`src/rtl/alu_pkg.sv`:
```
// Shared definitions for the sequential ALU: opcodes, flag bit positions, FSM states.
// No logic, no latency.
// No backpressure.
package alu_pkg;

    localparam logic [2:0] OP_ADD   = 3'b000;
    localparam logic [2:0] OP_SUB   = 3'b001;
    localparam logic [2:0] OP_SHIFT = 3'b010;
    localparam logic [2:0] OP_AND   = 3'b011;
    localparam logic [2:0] OP_OR    = 3'b100;
    localparam logic [2:0] OP_XOR   = 3'b101;
    localparam logic [2:0] OP_MUL   = 3'b110;
    localparam logic [2:0] OP_CMP   = 3'b111;

    localparam int FLG_NEG  = 0;
    localparam int FLG_POS  = 1;
    localparam int FLG_ZERO = 2;
    localparam int FLG_OVF  = 3;

    typedef enum logic [1:0] {
        IDLE  = 2'd0,
        SHIFT = 2'd1,
        MUL   = 2'd2
    } state_t;

endpackage

```
`src/rtl/alu_seq_iter.sv`:
```
// Iterative datapath: one-bit-per-cycle shifter and magnitude shift-add multiplier.
// Latency: i_steps iterations; the first runs on the start edge, o_done flags the last.
// No backpressure; the parent holds off new starts while an operation is in flight.
import alu_pkg::*;

module alu_seq_iter #(
    parameter int WIDTH = 6
) (
    input  logic             i_clk,
    input  logic             i_rst,
    input  logic             i_start,
    input  logic             i_mul,
    input  logic             i_left,
    input  logic [WIDTH-1:0] i_a,
    input  logic [WIDTH-1:0] i_b,
    input  logic [WIDTH-1:0] i_steps,
    output logic [WIDTH-1:0] o_step1,
    output logic             o_done,
    output logic [WIDTH-1:0] o_result,
    output logic             o_ovf
);

    localparam int PW = 2 * WIDTH;

    logic [PW-1:0]    acc_q, mcand_q, acc_nxt, prod;
    logic [WIDTH-1:0] mplier_q, cnt_q, mag_a, mag_b;
    logic             mul_q, left_q, neg_q;

    function automatic logic [WIDTH-1:0] shift1(input logic [WIDTH-1:0] v, input logic left);
        return left ? {v[WIDTH-2:0], 1'b0} : {v[WIDTH-1], v[WIDTH-1:1]};
    endfunction

    assign o_step1 = shift1(i_a, i_left);
    assign mag_a   = i_a[WIDTH-1] ? -i_a : i_a;
    assign mag_b   = i_b[WIDTH-1] ? -i_b : i_b;

    // acc_nxt is the value after the current iteration; on the last one it is the answer.
    assign acc_nxt = mul_q ? acc_q + (mplier_q[0] ? mcand_q : '0)
                           : {{WIDTH{1'b0}}, shift1(acc_q[WIDTH-1:0], left_q)};
    assign prod     = neg_q ? -acc_nxt : acc_nxt;
    assign o_done   = (cnt_q == WIDTH'(1));
    assign o_result = mul_q ? prod[WIDTH-1:0] : acc_nxt[WIDTH-1:0];
    assign o_ovf    = mul_q && (prod[PW-1:WIDTH-1] != {(WIDTH+1){prod[WIDTH-1]}});

    always_ff @(posedge i_clk or posedge i_rst) begin
        if (i_rst) begin
            acc_q    <= '0;
            mcand_q  <= '0;
            mplier_q <= '0;
            cnt_q    <= '0;
            mul_q    <= 1'b0;
            left_q   <= 1'b0;
            neg_q    <= 1'b0;
        end else if (i_start) begin
            cnt_q  <= i_steps - 1'b1;
            mul_q  <= i_mul;
            left_q <= i_left;
            neg_q  <= i_a[WIDTH-1] ^ i_b[WIDTH-1];
            if (i_mul) begin
                acc_q    <= mag_b[0] ? {{WIDTH{1'b0}}, mag_a} : '0;
                mcand_q  <= {{WIDTH{1'b0}}, mag_a} << 1;
                mplier_q <= mag_b >> 1;
            end else begin
                acc_q    <= {{WIDTH{1'b0}}, o_step1};
                mcand_q  <= '0;
                mplier_q <= '0;
            end
        end else if (cnt_q != '0) begin
            acc_q    <= acc_nxt;
            mcand_q  <= mcand_q << 1;
            mplier_q <= mplier_q >> 1;
            cnt_q    <= cnt_q - 1'b1;
        end
    end

endmodule

```
`src/rtl/alu_seq.sv`:
```
// Sequential ALU: registered result/flags, iterative SHIFT and signed MUL.
// Latency: 1 cycle for single-cycle ops, k for SHIFT by k, WIDTH for MUL.
// o_ready drops while an iterative op runs; requests seen then are dropped, not queued.
import alu_pkg::*;

module alu_seq #(
    parameter int WIDTH = 6
) (
    input  logic             i_clk,
    input  logic             i_rst,
    input  logic             i_valid,
    output logic             o_ready,
    input  logic [2:0]       i_oper,
    input  logic [WIDTH-1:0] i_arg0,
    input  logic [WIDTH-1:0] i_arg1,
    input  logic [WIDTH-1:0] i_data,
    input  logic             i_imm,
    output logic             o_valid,
    output logic [WIDTH-1:0] o_result,
    output logic [3:0]       o_flag
);

    state_t           state_q, state_d;
    logic             accept, iter_start, single_wb, iter_wb;
    logic             sh_left, sh_multi, ovf_c, iter_done, iter_ovf;
    logic [WIDTH-1:0] b, sh_mag, sh_k, sum, diff, res_c, iter_res, step1;

    function automatic logic [3:0] mk_flags(input logic [WIDTH-1:0] v, input logic ovf);
        logic [3:0] f;
        f           = '0;
        f[FLG_NEG]  = v[WIDTH-1];
        f[FLG_POS]  = ~v[WIDTH-1] && (v != '0);
        f[FLG_ZERO] = (v == '0);
        f[FLG_OVF]  = ovf;
        return f;
    endfunction

    assign b        = i_imm ? i_data : i_arg1;
    assign sum      = i_arg0 + b;
    assign diff     = i_arg0 - b;
    assign sh_left  = ~b[WIDTH-1];
    assign sh_mag   = b[WIDTH-1] ? -b : b;
    assign sh_k     = (sh_mag > WIDTH'(WIDTH)) ? WIDTH'(WIDTH) : sh_mag;
    assign sh_multi = (sh_k > WIDTH'(1));

    always_comb begin
        res_c = '0;
        ovf_c = 1'b0;
        case (i_oper)
            OP_ADD: begin
                res_c = sum;
                ovf_c = (i_arg0[WIDTH-1] == b[WIDTH-1]) && (sum[WIDTH-1] != i_arg0[WIDTH-1]);
            end
            OP_SUB, OP_CMP: begin
                res_c = diff;
                ovf_c = (i_arg0[WIDTH-1] != b[WIDTH-1]) && (diff[WIDTH-1] != i_arg0[WIDTH-1]);
            end
            // Only k of 0 or 1 completes here; longer shifts go to the iterator.
            OP_SHIFT: res_c = (sh_k == '0) ? i_arg0 : step1;
            OP_AND:   res_c = i_arg0 & b;
            OP_OR:    res_c = i_arg0 | b;
            OP_XOR:   res_c = i_arg0 ^ b;
            default:  res_c = '0;
        endcase
    end

    always_ff @(posedge i_clk or posedge i_rst) begin
        if (i_rst) state_q <= IDLE;
        else       state_q <= state_d;
    end

    always_comb begin
        state_d = state_q;
        case (state_q)
            IDLE: begin
                if (accept) begin
                    if (i_oper == OP_MUL)                    state_d = MUL;
                    else if (i_oper == OP_SHIFT && sh_multi) state_d = SHIFT;
                end
            end
            SHIFT, MUL: if (iter_done) state_d = IDLE;
            default: state_d = IDLE;
        endcase
    end

    always_comb begin
        o_ready    = (state_q == IDLE);
        accept     = i_valid && o_ready;
        iter_start = accept && ((i_oper == OP_MUL) || (i_oper == OP_SHIFT && sh_multi));
        single_wb  = accept && !iter_start;
        iter_wb    = (state_q != IDLE) && iter_done;
    end

    alu_seq_iter #(.WIDTH(WIDTH)) u_iter (
        .i_clk    (i_clk),
        .i_rst    (i_rst),
        .i_start  (iter_start),
        .i_mul    (i_oper == OP_MUL),
        .i_left   (sh_left),
        .i_a      (i_arg0),
        .i_b      (b),
        .i_steps  ((i_oper == OP_MUL) ? WIDTH'(WIDTH) : sh_k),
        .o_step1  (step1),
        .o_done   (iter_done),
        .o_result (iter_res),
        .o_ovf    (iter_ovf)
    );

    always_ff @(posedge i_clk or posedge i_rst) begin
        if (i_rst) begin
            o_valid  <= 1'b0;
            o_result <= '0;
            o_flag   <= '0;
        end else begin
            o_valid <= single_wb || iter_wb;
            if (single_wb) begin
                if (i_oper != OP_CMP) o_result <= res_c;
                o_flag <= mk_flags(res_c, ovf_c);
            end else if (iter_wb) begin
                o_result <= iter_res;
                o_flag   <= mk_flags(iter_res, iter_ovf);
            end
        end
    end

endmodule

```
`config.mk`:
```
export PLATFORM = sky130hd
export DESIGN_NAME = alu_seq
export DESIGN_NICKNAME = d
export VERILOG_FILES = /design/src/rtl/alu_pkg.sv /design/src/rtl/alu_seq_iter.sv /design/src/rtl/alu_seq.sv
export SDC_FILE = /design/constraint.sdc
export NUM_CORES = 1
export LEC_CHECK = 0
export BUFFER_PORTS_ARGS = -buffer_cell sky130_fd_sc_hd__buf_4
export CAP_MARGIN = 20
export CORE_ASPECT_RATIO = 1.1
export CORE_MARGIN = 2
export CORE_UTILIZATION = 50
export CTS_CLUSTER_SIZE = 20
export DETAILED_ROUTE_END_ITERATION = 10
export PLACE_DENSITY_LB_ADDON = 0.12
export SLEW_MARGIN = 20
export SYNTH_ARGS = -nofsm -noshare
export SYNTH_HDL_FRONTEND = slang
export SYNTH_HIERARCHICAL = 1
export SYNTH_SLANG_ARGS = --single-unit
export TNS_END_PERCENT = 5
```
`constraint.sdc`:
```
create_clock -name i_clk -period 5.45 [get_ports i_clk]
set_input_delay 0.2725 -clock i_clk [delete_from_list [all_inputs] [get_ports i_clk]]
set_output_delay 0.2725 -clock i_clk [all_outputs]
set_load 0.01 [all_outputs]
```
==> run summary <==
RSZ-0062 raised after global routing - no
Hold WS - -0.00416 ns
Dominant synthesized flop cell - dfrtp_1
Routability congestion estimate - 0.812
Worst rel slew slack - 23.7%
Crit path DAT - 4.10 ns
Post-synthesis compound-gate area fraction - 23.6%
DRT iter0 DRCs - 279
Post-synthesis async set-or-reset flop share - 100%
Final Hold Viols - 13
DP Wirelength - 10.3 mm
Switching portion of total power - 43.9%
Core area - 9980 µm²
Tcrit/Tclk final - 71.4%
Worst min path class - in2async
CP Class - reg2reg
Post-CTS sizing - 0
Clock power share - 14.3%
Initial antenna violation count - 0
Worst Tran Pin Value - 1.13 ns
Initial Util - 51.7%
Routed wire per std cell - 17.2 µm
Main combinational cell family by area after synthesis - compound AO/OA/AOI/OAI gates
Post-Synth Adder-Cell Area - 9.83%
Via count - 4808
DRC Markers - 0
CTS hold repair buffers - 0
CTS clk-pin slew, worst paths - 0.11 ns
Final min period - 3.89 ns
Total wire length - 13.5 mm
Post-CTS setup buffer count - 0
Clock H-tree levels - 2
Worst Setup End Kind - flip-flop
Vias in the first global route - 4584
Die Wd - 101 µm
Vert. Die Dim - 111 µm
Worst-Skew Late Latency - 0.32 ns
Slowest cell on crit path - dfrtp_1
Worst path most repeated cell - o2111ai_1
Vias/cell - 6.15
Root buffer cell - clkbuf_8
Crit start category - flip-flop
Fraction of layout cells with a size suffix above 1 - 12.4%
Setup violations, final - 0
Nets - 724
Critical Path RT - 5.65 ns
Reg2reg start - u_iter/mplier_q[0]
Mux cell area share after synthesis - 9.64%
Final setup TNS - 0 ns
Max rail drop VDD - 0.204 mV
Post-Synth XOR/XNOR Area - 4.41%
I/O Buffers - 36
CP top delay family - compound AO/OA/AOI/OAI gates
Crit path from - u_iter/mplier_q[0]
Sequential power share - 29.9%
Failing checks - hold timing
Die ar. - 11200 µm²
Critical path buffers and inverters - 0
Global-route wire length before repair - 22.7 mm
Area of the mapped netlist - 5170 µm²
CTS tree - done
Simple-gate share of the synthesized area - 22.6%
Crit path to - o_flag[3]
Syn Inst Count - 641
DP Worst Slack - 1.56 ns
Int Pwr - 0.00110 W
Synth Register Bits - 50
Total CTS buffers - 5
CTS max path bufs - 2
Crit. path cell count - 13
R2R depth - 13
Gr ovfl total - 0
Antenna viol nets, final - 0
DR pass1 iterations - 5
N_diodes - 0
Clk sinks - 50
Logic pwr share - 55.8%
Outcome - finished with violations
Synth cell types - 83
Largest net degree at the start of global routing - 54
Total of max-cap violations - 0
Ports - 37
Layout Skew - 0.00976 ns
Synth warn - 6
Crit-path cells - and2_1 > ha_1 > fa_1 > a211o_1 > a2111o_1 > a21oi_2 > nor3_4 > or4_1 > o2111ai_1 > o2111ai_1 > o221a_1 > mux2i_1 > a21oi_1
Flop2flop setup slack - 1.56 ns
Slew Limit Fails - 0
Seq/Total Area, Yosys - 24.2%
Net load switching power - 0.000864 W
Static Leak - 2.58 nW
Max Freq - 257 MHz
Final WS setup - 1.56 ns
CP max FO - 12
Post-synth EDFFs - 0
Max incr delay on CP - 0.50 ns
Site row count - 38
Total track usage - 24.9%
Mapped Avg Cell Area - 8.06 µm²
Synth-to-Final Area Change - 8.72%
Final core occ - 56.3%
Worst R2R End - o_flag[3]
Cell area power density - 350 nW/µm²
[metrics by stage]
| step | hold slack, ns | power, W | cells | area (µm²) |
|---|---|---|---|---|
| floorplan | 0.149 | 0.00140 | 646 | 5180 |
| global placement | 0.327 | 0.00165 | 774 | 5500 |
| detailed placement | 0.355 | 0.00168 | 774 | 5500 |
| CTS | 0.00340 | 0.00197 | 782 | 5620 |
| global route | 0.0307 | 0.00213 | 782 | 5620 |
| finish | -0.00416 | 0.00197 | 782 | 5620 |
[power groups by stage]
stage               logic [W]  clock network (W)  registers, W
floorplan            0.000841                  0      0.000563
global placement      0.00106                  0      0.000588
detailed placement    0.00108                  0      0.000593
CTS                   0.00109           0.000289      0.000586
global route          0.00122           0.000302      0.000606
finish                0.00110           0.000281      0.000588
[registers in the layout, indices dropped and copies added, names as in the netlist]
name             flops
o_valid              1
u_iter/mplier_q      5
u_iter/cnt_q         6
u_iter/mcand_q      11
u_iter/mul_q         1
u_iter/neg_q         1
o_result             6
state_q              2
o_flag               4
u_iter/left_q        1
u_iter/acc_q        12
[worst reg2reg max path: stages (launching register included)]
cell and delay [ns]:
dfrtp_1 0.50, and2_1 0.19, ha_1 0.21, fa_1 0.44
a211o_1 0.30, a2111o_1 0.42, a21oi_2 0.22, nor3_4 0.07
or4_1 0.50, o2111ai_1 0.25, o2111ai_1 0.15, o221a_1 0.30
mux2i_1 0.15, a21oi_1 0.08
[final cells by class]
type / count / area (µm²)
clock buffers: 5 / 68.8
clock inverters: 3 / 47.5
fillers: 952 / 4370
inverters: 37 / 139
multi-input cells: 526 / 3650
flip-flops and latches: 50 / 1250
well taps: 120 / 150
repair buffers: 41 / 308
[worst min path at each step]
stage	cells past startpoint	start	to	slack (ns)
2_1_floorplan	1	i_rst	o_flag[0]	0.15
3_3_place_gp	2	i_rst	o_valid	0.33
3_5_place_dp	2	i_rst	o_valid	0.35
4_1_cts	2	i_rst	o_valid	0.003
5_1_grt	2	i_rst	o_valid	0.03
6_report	2	i_rst	o_valid	-0.004
[routing by layer]
layer  up-vias  GRT usage [%]  share of wire [%]
met4         0           9.37                3.5
met1      2312           32.2                 44
li1       2363              -                  -
met5         -              0                  0
met2       110           42.7                 49
met3        23           2.03                3.4
[layout by cell type (no fill, tap or decap), types with 7 or more instances in the layout]
| master | Yosys | final |
|---|---|---|
| nand2_1 | 71 | 71 |
| nor2_1 | 53 | 51 |
| dfrtp_1 | 50 | 50 |
| a21oi_1 | 46 | 46 |
| buf_4 | 1 | 41 |
| inv_1 | 36 | 36 |
| ha_1 | 35 | 35 |
| mux2i_1 | 33 | 33 |
| o21ai_0 | 31 | 31 |
| xnor2_1 | 17 | 17 |
| nand3_1 | 15 | 15 |
| o22ai_1 | 15 | 15 |
| nor3_1 | 14 | 14 |
| and2_1 | 13 | 13 |
| a211oi_1 | 9 | 9 |
| mux2_2 | 9 | 9 |
| xor2_1 | 9 | 9 |
| nor2b_1 | 7 | 7 |
| a21o_1 | 7 | 7 |
| or3_1 | 7 | 7 |
| or4_1 | 7 | 7 |
[logic make-up (layout without fill, tap and decap cells)]
group	after synthesis	after routing
other	1	6
AO/OA/AOI/OAI	178	178
multiplexers	46	46
AND/OR/NAND/NOR	231	231
buffers and inverters	70	86
XOR/XNOR	26	26
adder cells (fa/ha/maj)	39	39
flip-flops	50	50
[cell usage after synthesis (all sizes together) (4+ instances only)]
master | instances | area, µm²
nand3 | 15 | 75.1
or3 | 7 | 43.8
xnor2 | 17 | 149
o211a | 4 | 40.0
ha | 35 | 438
mux2i | 35 | 367
dfrtp | 50 | 1250
nor4b | 6 | 52.6
clkbuf | 26 | 97.6
nor3 | 15 | 86.3
xor2 | 9 | 78.8
mux2 | 11 | 131
nor4 | 6 | 43.8
o21ai | 34 | 170
a211oi | 9 | 67.6
nor2 | 53 | 199
nand2b | 6 | 37.5
o31ai | 4 | 30.0
and3 | 6 | 42.5
nor3b | 4 | 30.0
and2 | 14 | 87.6
buf | 7 | 55.1
nand2 | 72 | 273
or2 | 4 | 25.0
a22o | 6 | 52.6
o21bai | 4 | 30.0
nor2b | 7 | 43.8
inv | 37 | 139
a21oi | 48 | 248
or4 | 7 | 52.6
o22ai | 15 | 93.8
a21o | 7 | 52.6
(Power assumes the default switching activity.)
